===== src/rtl/imem_loader_pkg.sv =====
// Shared types and constants for the instruction-memory boot loader.
// Frame: 16-bit little-endian word count, then four little-endian bytes per word.
package imem_loader_pkg;

  localparam int unsigned MEM_WORDS_DEF  = 1024;
  localparam int unsigned HDR_BYTES      = 2;
  localparam int unsigned BYTES_PER_WORD = 4;
  localparam int unsigned BYTE_W         = 8;
  localparam int unsigned WORD_W         = BYTE_W * BYTES_PER_WORD;
  localparam int unsigned LEN_W          = BYTE_W * HDR_BYTES;
  localparam int unsigned BCNT_W         = $clog2(BYTES_PER_WORD);

  typedef enum logic [2:0] {
    S_IDLE   = 3'd0,
    S_LEN_LO = 3'd1,
    S_LEN_HI = 3'd2,
    S_DATA   = 3'd3,
    S_WRITE  = 3'd4,
    S_DONE   = 3'd5,
    S_ERR    = 3'd6
  } state_t;

  // Assemble the word count from its two header bytes.
  function automatic logic [LEN_W-1:0] hdr_len(input logic [BYTE_W-1:0] hi,
                                               input logic [BYTE_W-1:0] lo);
    return {hi, lo};
  endfunction

endpackage


===== src/rtl/imem_loader_byte_packer.sv =====
// Little-endian byte-to-word assembler: byte k of a word lands in bits [8k+7:8k].
// full marks a completed word; last_c flags that the next load completes one.
module byte_packer
  import imem_loader_pkg::*;
(
  input  logic              clk,
  input  logic              reset_n,
  input  logic              load,
  input  logic              clear,
  input  logic [BYTE_W-1:0] data,
  output logic [WORD_W-1:0] word,
  output logic              full,
  output logic              last_c
);

  logic [BCNT_W-1:0] cnt;

  assign last_c = (cnt == BCNT_W'(BYTES_PER_WORD - 1));

  always_ff @(posedge clk or negedge reset_n) begin
    if (!reset_n) begin
      cnt  <= '0;
      word <= '0;
      full <= 1'b0;
    end else if (clear) begin
      cnt  <= '0;
      word <= '0;
      full <= 1'b0;
    end else if (load) begin
      for (int unsigned k = 0; k < BYTES_PER_WORD; k++) begin
        if (cnt == BCNT_W'(k)) word[k*BYTE_W +: BYTE_W] <= data;
      end
      cnt  <= cnt + BCNT_W'(1);
      full <= last_c;
    end
  end

endmodule


===== src/rtl/imem_loader.sv =====
// Boot loader: turns a framed byte stream into instruction-memory word writes
// and holds the CPU until a complete image has been written.
module imem_loader
  import imem_loader_pkg::*;
#(
  parameter int unsigned MEM_WORDS = MEM_WORDS_DEF,
  parameter int unsigned ADDR_W    = $clog2(MEM_WORDS)
) (
  input  logic              clk,
  input  logic              reset_n,
  input  logic              start,
  input  logic [BYTE_W-1:0] rx_data,
  input  logic              rx_valid,
  output logic              rx_ready,
  output logic              mem_we,
  output logic [ADDR_W-1:0] mem_addr,
  output logic [WORD_W-1:0] mem_wdata,
  output logic              cpu_hold,
  output logic              done,
  output logic              error
);

  state_t            state;
  state_t            next_state;
  logic [LEN_W-1:0]  len;
  logic [LEN_W-1:0]  hdr_len_c;
  logic              hs_c;
  logic              start_ok_c;
  logic              last_word_c;
  logic              pk_load_c;
  logic              pk_clear_c;
  logic              pk_full;
  logic              pk_last_c;
  logic              rx_ready_d;
  logic              mem_we_d;
  logic              cpu_hold_d;
  logic              done_d;
  logic              error_d;

  assign hs_c        = rx_valid && rx_ready;
  assign start_ok_c  = start && (state == S_IDLE || state == S_DONE || state == S_ERR);
  assign hdr_len_c   = hdr_len(rx_data, len[BYTE_W-1:0]);
  assign last_word_c = (32'(mem_addr) + 32'd1 == 32'(len));
  assign pk_load_c   = hs_c && (state == S_DATA);
  assign pk_clear_c  = start_ok_c || (state == S_WRITE);

  byte_packer u_packer (
    .clk     (clk),
    .reset_n (reset_n),
    .load    (pk_load_c),
    .clear   (pk_clear_c),
    .data    (rx_data),
    .word    (mem_wdata),
    .full    (pk_full),
    .last_c  (pk_last_c)
  );

  // State register; outputs are registered from the next-state decode so they
  // line up with the state they belong to.
  always_ff @(posedge clk or negedge reset_n) begin
    if (!reset_n) begin
      state    <= S_IDLE;
      rx_ready <= 1'b0;
      mem_we   <= 1'b0;
      cpu_hold <= 1'b1;
      done     <= 1'b0;
      error    <= 1'b0;
    end else begin
      state    <= next_state;
      rx_ready <= rx_ready_d;
      mem_we   <= mem_we_d;
      cpu_hold <= cpu_hold_d;
      done     <= done_d;
      error    <= error_d;
    end
  end

  // Next-state decode.
  always_comb begin
    next_state = state;
    case (state)
      S_IDLE, S_DONE, S_ERR: begin
        if (start) next_state = S_LEN_LO;
      end
      S_LEN_LO: begin
        if (hs_c) next_state = S_LEN_HI;
      end
      S_LEN_HI: begin
        if (hs_c) begin
          if (hdr_len_c == '0)                   next_state = S_DONE;
          else if (32'(hdr_len_c) > MEM_WORDS)   next_state = S_ERR;
          else                                   next_state = S_DATA;
        end
      end
      S_DATA: begin
        if (hs_c && pk_last_c) next_state = S_WRITE;
      end
      S_WRITE: begin
        if (pk_full) next_state = last_word_c ? S_DONE : S_DATA;
      end
      default: next_state = S_IDLE;
    endcase
  end

  // Output decode from the upcoming state.
  always_comb begin
    rx_ready_d = 1'b0;
    mem_we_d   = 1'b0;
    cpu_hold_d = 1'b1;
    done_d     = 1'b0;
    error_d    = 1'b0;
    case (next_state)
      S_LEN_LO, S_LEN_HI, S_DATA: rx_ready_d = 1'b1;
      S_WRITE:                    mem_we_d   = 1'b1;
      S_DONE: begin
        done_d     = 1'b1;
        cpu_hold_d = 1'b0;
      end
      S_ERR:                      error_d    = 1'b1;
      default: ;
    endcase
  end

  // Length register and word address; the address stops at the last word.
  always_ff @(posedge clk or negedge reset_n) begin
    if (!reset_n) begin
      len      <= '0;
      mem_addr <= '0;
    end else begin
      if (hs_c && state == S_LEN_LO) len[BYTE_W-1:0]     <= rx_data;
      if (hs_c && state == S_LEN_HI) len[LEN_W-1:BYTE_W] <= rx_data;
      if (start_ok_c)
        mem_addr <= '0;
      else if (state == S_WRITE && next_state == S_DATA)
        mem_addr <= mem_addr + ADDR_W'(1);
    end
  end

endmodule


===== config.mk =====
export PLATFORM = sky130hd
export DESIGN_NAME = imem_loader
export DESIGN_NICKNAME = d
export VERILOG_FILES = /design/src/rtl/imem_loader_pkg.sv /design/src/rtl/imem_loader_byte_packer.sv /design/src/rtl/imem_loader.sv
export SDC_FILE = /design/constraint.sdc
export NUM_CORES = 1
export LEC_CHECK = 0
export CORE_MARGIN = 3
export CORE_UTILIZATION = 50
export DETAILED_ROUTE_END_ITERATION = 8
export PLACE_DENSITY = 0.84
export SLEW_MARGIN = 20
export SYNTH_ARGS = -nofsm -noshare
export SYNTH_HDL_FRONTEND = slang
export SYNTH_SLANG_ARGS = --single-unit
export TNS_END_PERCENT = 100

===== constraint.sdc =====
create_clock -name clk -period 2.7 [get_ports clk]
set_input_delay 0.405 -clock clk [delete_from_list [all_inputs] [get_ports clk]]
set_output_delay 0.405 -clock clk [all_outputs]
set_load 0.01 [all_outputs]

* Yosys cells after proc, flatten, opt, wreduce, memory -nomap -nowiden *
Cells that the tools add are included.

word-level totals
  bits in registers = 69
  output and inout bits = 47
  bits of input ports = 12
  word-level logic and storage cells = 86

operators by class
  add/sub/neg operators = 3
  reductions and logical operators = 25
  eq/ne operators = 16
  muxes and demuxes = 26
  $lt $le $gt $ge = 1

operators by type and width
  operator                                                         count
  2-to-1 mux 32 bit                                                2
  2-to-1 mux 8 bit                                                 4
  2-to-1 mux 3 bit                                                 8
  2-to-1 mux 10 bit                                                2
  == test 3 bit, second input constant                             6
  == test 11 x 16 -> 1 bit                                         1
  greater-than comparator 16 x 11 -> 1 bit, second input constant  1
  zero test 16 bit                                                 1
  one-hot mux 3 bit (5 select lines)                               1
  == test 3 x 2 -> 1 bit, second input constant                    4
  nonzero test 2 bit                                               6
  adder 10 x 1 -> 11 bit, second input constant                    1
  adder 10 x 1 -> 10 bit, second input constant                    1
  AND reduction 2 bit                                              4
  logical AND 1 bit                                                7
  2-to-1 mux 1 bit                                                 7
  == test 3 x 1 -> 1 bit, second input constant                    2
  OR reduction 3 bit                                               2
  == test 2 bit, second input constant                             2
  2-to-1 mux 2 bit                                                 2
  zero test 3 bit                                                  1
  logical OR 1 bit                                                 3
  adder 2 x 1 -> 2 bit, second input constant                      1
  == test 2 x 1 -> 1 bit, second input constant                    1
  zero test 2 bit                                                  1

* Logic depth before layout (Yosys ltp) *
  word-level depth = 9
  gate-level depth with buffers = 10
  mapped depth without buffers = 8

* Hierarchy *
Synthesis repeated with hierarchy kept, for this count alone.

second synthesis, totals
  cells, all modules = 330
  area, all modules = 3,599.7 µm²

modules (own cells, without submodules)
  module       cells each  instances  area an instance (µm²)  sequential area each (µm²)
  imem_loader  199         1          1,980.6                 852.1
  byte_packer  131         1          1,619.1                 875.8

* Worst setup path after synthesis *
OpenSTA, ideal clock, no wires.

  kind = register to register
  from = reg mem_addr[0]
  to = reg mem_addr[0]
  buffers on the path = 1
  library setup time = 0.066 ns
  cell stages (with the launch flop) = 10
  period minus slack after synthesis = 2.551 ns
  setup slack = 0.149 ns
  required time = 2.634 ns
  arrival = 2.485 ns
  cells stage by stage = dfrtp_1 -> ha_1 -> and2_1 -> buf_6 -> a2111oi_1 -> a21oi_1 -> o31a_1 -> or4_4 -> a21oi_4 -> mux2_2

between the ends
  longest elaborated chain between the ends = 8
  elaborated cells between the ends (all ways) = 11
  those cells by class = add/sub: 2; eq/ne: 2; mux: 5; reduce/logical: 2

ends and longest elaborated chain
  item                                line                RTL
  start, declared                     imem_loader.sv:16   output logic [ADDR_W-1:0] mem_addr,
  start signal, assigned              imem_loader.sv:135  mem_addr <= mem_addr + ADDR_W'(1);
  adder 10 x 1 -> 11 bit              imem_loader.sv:43   assign last_word_c = (32'(mem_addr) + 32'd1 == 32'(len));
  == test 11 x 16 -> 1 bit            imem_loader.sv:43
  2-to-1 mux 3 bit (2 in a row)       imem_loader.sv:99   if (pk_full) next_state = last_word_c ? S_DONE : S_DATA;
  one-hot mux 3 bit (5 select lines)  imem_loader.sv:81   case (state)
  == test 3 x 2 -> 1 bit              imem_loader.sv:134  else if (state == S_WRITE && next_state == S_DATA)
  logical AND 1 bit                   imem_loader.sv:134
  nonzero test 2 bit (no line)        n/a

Several ways; a longest one is shown, not always the timed one. The select of a mux whose other input is x is not followed.
A chain may end at the register's enable or synchronous reset.

* Final worst setup path *
  from = reg mem_addr[1]
  to = reg error

between the ends
  longest elaborated chain between the ends = 7

ends and longest elaborated chain
  item                                line                RTL
  adder 10 x 1 -> 11 bit              imem_loader.sv:43
  == test 11 x 16 -> 1 bit            imem_loader.sv:43
  2-to-1 mux 3 bit (2 in a row)       imem_loader.sv:99
  one-hot mux 3 bit (5 select lines)  imem_loader.sv:81
  named net next_state[2]             imem_loader.sv:24   state_t next_state;
  == test 3 bit                       imem_loader.sv:112  case (next_state)
  2-to-1 mux 1 bit                    imem_loader.sv:112
  named net error_d                   imem_loader.sv:38   logic error_d;
  end signal, assigned                imem_loader.sv:74   error <= error_d;
  end, declared                       imem_loader.sv:20   output logic error

The timed path passes the listed nets, and every way through them passes these cells.

==> metrics.md <==
| Metric | Value |
|---|---|
| Status | finished, final reports clean |
| CORE AREA | 0.006495 mm² |
| Syn Inst Count | 357 |
| Worst path arrival time | 2.86 ns |
| Final Slew Violations | 0 |
| First-pass GRT wire length | 14720 µm |
| Clk root buf | clkbuf_8 |
| Kind of cell adding the most delay to the critical path | simple AND/OR/NAND/NOR gates |
| Actual slew at the worst max-slew pin | 0.8752 ns |
| CTS tree | yes |
| Crit-path slowest cell | or4_4 |
| Vias | 3030 |
| Share of the synthesized area in the top cell type | 0.4954 |
| Power Density | 847.0 mW/mm² |
| Clock transition at path regs | 0.08 ns |
| DR WL/cell | 17.90 µm |
| DRT iter0 DRCs | 155 |
| GRT Overall Usage | 0.2490 |
| # DRC | 0 |
| Post-DP Area | 0.004177 mm² |
| Avg Inst Size Synth | 9.621 µm² |
| Final WL | 9110 µm |
| Layout cells sized above 1 | 0.1574 |
| Register area share after synthesis | 0.5031 |
| Unrepaired setup endpoints after global routing | no |
| Fmax achieved | 386.7 MHz |
| Total CTS buffers | 9 |
| H-tree levels | 3 |
| Post-DP HPWL | 6076 µm |
| Design area | 0.004431 mm² |
| Final Hold Viols | 0 |
| Global route overflow | 0 |
| Post-route ant nets | 0 |
| Die ar. | 0.007900 mm² |
| Most used DFF post-synth | dfrtp_1 |
| Yosys warns | 0 |
| Critical Path Fanout Max | 8 |
| Hold Crit Class | in2async |
| Max incr delay on CP | 0.63 ns |
| Vias in the first global route | 2980 |
| Leak | 0.001850 µW |
| Min Tclk post-route | 2.586 ns |
| Initial antenna violation count | 0 |
| Post-Syn Area | 0.003435 mm² |
| Synth-to-layout area growth | 29.00% |
| Skew-Pair Late Insertion Delay | 0.35 ns |
| Endpoints failing setup | 0 |
| Syn Nets | 374 |
| Max cap viols | 0 |
| Via/cell ratio | 5.953 |
| NumNets Final | 445 |
| Post-Route Skew | 0.008028 ns |
| Number of synthesized flops with an enable pin | 0 |
| Commonest cells post-synth | dfrtp_1 (68), nand2_1 (59), a21oi_1 (40) |
| Slew headroom | 0.4166 |
| Number of port buffers | 58 |
| Pin count of the biggest net entering global routing | 70 |
| Die width | 88.88 µm |
| Crit path buf inv count | 0 |
| Top cells by area, synth | dfrtp_1 (50%), nand2_1 (6.4%), a21oi_1 (5.8%), mux2_2 (5.2%), nand3_1 (5.0%) |
| Starting density of the core | 0.5288 |
| Clk sinks | 69 |
| Setup Crit Path Kind | reg2reg |
| FP Rows | 29 |
| Startpoint Class | register |
| Required @ worst endpoint | 2.97 ns |
| Setup crit end kind | register |
| Count leader, synth | dfrtp_1 |
| Final Wtd Congestion | 0.9441 |
| Cell taking the most area after synthesis | dfrtp_1 |
| Antenna diodes | 0 |
| I/O pins | 59 |
| Max VDD drop | 0.4520 mV |
| Synth Register Bits | 69 |
| 1st-pass router iterations | 4 |
| FFs w/ async S/R, synth | 1.000 |
| Final Cycle Share | 0.9577 |
| Crit-path cells | ha_2, and2_2, nand2_1, xor2_1, o31a_1, or4_4, o211ai_4, nor3b_2 |
| Pwr Total | 3753 µW |
| Die Height | 88.88 µm |
| Max clock buf depth | 2 |
| Setup_tns | 0 ns |
| Yosys cell types | 44 |
-- path summary, 6_finish.rpt --
path                                   from                to  slack [ns]  cells after the start
worst max-delay path            mem_addr[1]             error        0.11                      8
worst min-delay path                reset_n              done        0.23                      2
worst max register to register  mem_addr[1]             error        0.11                      8
worst min register to register      len[11]           len[11]        0.52                      1
max in group asynchronous           reset_n  u_packer.word[6]        1.87                      2
min in group clk                    len[11]           len[11]        0.52                      1
-- kinds of logic after synthesis --
logic type,share of synthesized area
and+or+nand+nor,0.2178
AOI/OAI and AO/OA,0.1384
DFF,0.5031
buffers and inverters,0.03133
muxes,0.05537
xor gates and xnor gates,0.03570
adders and majority gates,0.01821
-- final cells by class --
class / count / area [µm²]
multi-input cells: 263 / 1642
flip-flops and latches: 69 / 1728
clock inverters: 6 / 88.84
fillers: 528 / 2064
inverters: 7 / 26.28
repair buffers: 78 / 725.7
clock buffers: 9 / 123.9
well taps: 77 / 96.34
-- placed cells by master (no fill, tap or decap), types with 2 or more instances in the layout --
master	instances
nor4b_1	3
nor3_2	2
a211o_1	3
nand3_1	34
clkdlybuf4s50_1	57
a221o_1	6
nand4_1	2
nand2b_1	4
clkinvlp_4	2
a21oi_1	40
a31oi_1	2
o21ai_0	12
nor4_1	5
mux2_2	16
bufinv_16	2
nor2_1	17
and2_1	5
dfrtp_1	68
nand2_1	59
xnor2_1	8
clkbuf_8	9
a21oi_4	2
ha_1	4
o22ai_1	2
nor3_1	4
and3_1	6
xor2_1	6
inv_1	7
or4_4	2
buf_4	20
nor2b_1	3
-- repair_timing --
item / in CTS / in global routing
endpoints found under the setup margin: 1 / 11
resized for setup: 1 / 4
gates cloned: 0 / 1
hold buffers: 0 / 0
buffers inserted: 0 / 1
pin swaps: 0 / 2
-- power breakdown --
group / switching, µW / internal, µW / leakage (µW)
registers: 241 / 1280 / 0.000916
logic: 718 / 592 / 0.000832
clock network: 403 / 514 / 0.000101
total: 1360 / 2390 / 0.00185
-- registers in the layout, summed over array words and instances, names as in the netlist --
name,count
mem_we,1
u_packer.full,1
state,3
error,1
u_packer.cnt,2
len,16
mem_addr,10
done,1
u_packer.word,32
cpu_hold,1
rx_ready,1
-- worst register-to-register path, cell delays in order (launching register included) --
cell	delay, ns
dfrtp_1	0.38
ha_2	0.24
and2_2	0.24
nand2_1	0.12
xor2_1	0.16
o31a_1	0.29
or4_4	0.63
o211ai_4	0.24
nor3b_2	0.21
-- metal layers --
metal	part of all wire	GRT usage	vias to the layer above
met4	0.028	0.1126	0
met1	0.42	0.3213	1501
met5	0	0	-
met3	0.055	0.05307	20
met2	0.50	0.4028	103
li1	-	-	1406
-- metrics by stage --
| stage | instances | setup WS, ns | hold slack (ns) | util |
|---|---|---|---|---|
| floorplan | 357 | 0.1493 | 0.1094 | - |
| global placement | 492 | 0.1235 | 0.4906 | 0.6430 |
| detailed placement | 492 | 0.03673 | 0.4974 | 0.6430 |
| CTS | 507 | 0.03924 | 0.2820 | 0.6760 |
| global route | 509 | 0.01533 | 0.3320 | 0.6821 |
| finish | 509 | 0.1141 | 0.2289 | 0.6821 |
Power figures use the tool's default switching activity.
==> variant, RTL diff (same settings) <==
Encoding of `state_t`: now one-hot (7 bits for 7 states).
--- a/src/rtl/imem_loader_pkg.sv
+++ b/src/rtl/imem_loader_pkg.sv
@@ -10,14 +10,14 @@
   localparam int unsigned LEN_W          = BYTE_W * HDR_BYTES;
   localparam int unsigned BCNT_W         = $clog2(BYTES_PER_WORD);
 
-  typedef enum logic [2:0] {
-    S_IDLE   = 3'd0,
-    S_LEN_LO = 3'd1,
-    S_LEN_HI = 3'd2,
-    S_DATA   = 3'd3,
-    S_WRITE  = 3'd4,
-    S_DONE   = 3'd5,
-    S_ERR    = 3'd6
+  typedef enum logic [6:0] {
+    S_IDLE   = 7'b0000001,
+    S_LEN_LO = 7'b0000010,
+    S_LEN_HI = 7'b0000100,
+    S_DATA   = 7'b0001000,
+    S_WRITE  = 7'b0010000,
+    S_DONE   = 7'b0100000,
+    S_ERR    = 7'b1000000
   } state_t;
 
   // Assemble the word count from its two header bytes.
Behaviour: same outputs for any inputs over 4 cycles, from zero or initial values and one cycle with reset_n low; so few cycles prove little.
==> variant against the unedited design <==
Setup slack improved by 0.14 ns; power fell by 23%; die area rose by 6.5%; routed wire length fell by 0.53%; sequential cell count rose by 4; critical path depth did not move; synthesized area rose by 7.0%; highest routed layer unchanged; final area rose by 3.1%.
==> variant: results (changes against the unedited design) <==
| Metric | Value |
|---|---|
| Vias in the first global route | 2993 (+0.44%) |
| Initial DRT Pass Iterations | 4 (unchanged) |
| Crit Path Max Fanout | 11 (+3) |
| Cts bufs inserted | 9 (unchanged) |
| Post-route design area | 4570 um^2 (+3.1%) |
| Regs by FF count | u_packer.word: 32 flops, len: 16 flops, mem_addr: 10 flops |
| Worst vdd ir | 0.429 mV (-5.0%) |
| CTS resizes | 0 (-1) |
| Status | finished clean |
| Synth warn | 0 (unchanged) |
| Max-slew headroom | 53.1% (+11 points) |
| Post-Place Cells | 524 (+6.5%) |
| Tot GR Track Use | 22.6% (-2.3 points) |
| Post-synth ARST share | 100% (unchanged) |
| Largest net degree at the start of global routing | 46 (-34%) |
| Net Count, Synth | 398 (+6.4%) |
| Pint | 1.94 mW (-19%) |
| First-pass GRT wire length | 15000 um (+2.0%) |
| DR iter-0 viols | 233 (+50%) |
| NumNets Final | 456 (+2.5%) |
| Filler cell count | 544 (+3.0%) |
| Final wirelength | 9060 um (-0.53%) |
| Post-synthesis cell count | 381 (+6.7%) |
| Sequential area share after synthesis | 49.8% (-0.53 points) |
| DPL Wire Length | 6360 um (+4.6%) |
| WL met3 | 488 um (-2.2%) |
| Pre-CTS setup slack | 0.131 ns (+0.0943 ns) |
| Vias per cell | 5.69 (-4.4%) |
| Clk slew on worst S/H paths | 0.08 ns (about the same) |
| Distinct cells, synth | 49 (+11%) |
| Top reg by flops | u_packer.word |
| Wl on met1 | 3730 um (-2.8%) |
| GPL Wtd Cong | 0.896 (-5.1%) |
| Cell Area, Placed | 4360 um^2 (+4.4%) |
| Share of cells above drive strength 1 | 13.5% (-2.2 points) |
| Clock Latency Late Sink | 0.37 ns (+0.02 ns) |
| Wire length on met2 | 4710 um (+4.2%) |
| Arrival time worst endpoint | 2.69 ns (-0.17 ns) |
| Worst Skew | 0.0116 ns (+0.00357 ns) |
| Main area contributors after synthesis | dfrtp_1 48%, nand3_1 5.9%, a21oi_1 5.7%, nand2_1 5.5%, mux2_2 5.2% |
| Pleak | 1.93 nW (+4.6%) |
| Synth top cells by count | 71 x dfrtp_1, 54 x nand2_1, 43 x nand3_1 |
| Routed len/inst | 16.8 um (-6.2%) |
| Post-CTS setup buffers | 0 (unchanged) |
| Port buffer count | 58 (unchanged) |
==> variant: worst paths after layout <==
path                                               from                            end  slack [ns]  cells after the start
worst max-delay path            mem_addr[0]$_DFFE_PN0P_             rx_ready$_DFF_PN0_        0.25                      8
worst min-delay path                            reset_n        mem_addr[9]$_DFFE_PN0P_        0.09                      1
worst max register to register  mem_addr[0]$_DFFE_PN0P_             rx_ready$_DFF_PN0_        0.25                      8
worst min register to register      len[13]$_DFFE_PN0P_            len[13]$_DFFE_PN0P_        0.52                      1
max in group asynchronous                       reset_n  u_packer.word[21]$_DFFE_PN0P_        1.95                      2
min in group clk                    len[13]$_DFFE_PN0P_            len[13]$_DFFE_PN0P_        0.52                      1
==> variant: cell type report <==
cell class              count  share of cell area (%)
repair buffers             70                    15.1
well taps                  96                    2.63
flip-flops and latches     73                    40.0
clock buffers               9                    2.71
multi-input cells         276                    37.1
inverters                   9                   0.739
clock inverters             7                    1.70
==> variant: layer usage <==
metal  vias to the layer above  global-route usage (%)
met5                         -                       0
met4                         0                    8.17
met3                        14                    4.92
met2                        79                    37.4
met1                      1527                    29.2
li1                       1452                       -
==> variant: power by group through the flow <==
stage	logic, mW	registers [mW]	clock network (mW)
floorplan	0.514	1.29	0
global placement	0.647	1.33	0
detailed placement	0.679	1.34	0
CTS	0.686	1.32	0.893
global route	0.765	1.34	0.945
finish	0.693	1.32	0.885
==> variant: per-stage QoR <==
step                power [mW]  hold WS [ns]
finish                    2.89        0.0918
global route              3.04         0.129
CTS                       2.89         0.100
detailed placement        2.02         0.490
global placement          1.98         0.474
floorplan                 1.81         0.109
==> variant: worst max-delay path, cell delays in order (launching register included) <==
cell	delay, ns
dfrtp_1	0.50
ha_1	0.29
nand3_1	0.10
nor4_1	0.28
xor2_1	0.18
nor4_4	0.46
a21oi_4	0.18
nand2b_1	0.19
nand3b_1	0.15
==> variant: cells by family (layout without fill, tap and decap cells) <==
kind of cell             Yosys count  after routing  share of synthesized area [%]
buffers and inverters             32             95                           4.32
AO/OA/AOI/OAI                     73             73                           11.8
flip-flops                        73             73                           49.8
XOR/XNOR                          17             17                           4.05
multiplexers                      21             21                           6.30
adder cells (fa/ha/maj)            5              5                           1.70
AND/OR/NAND/NOR                  160            160                           22.1
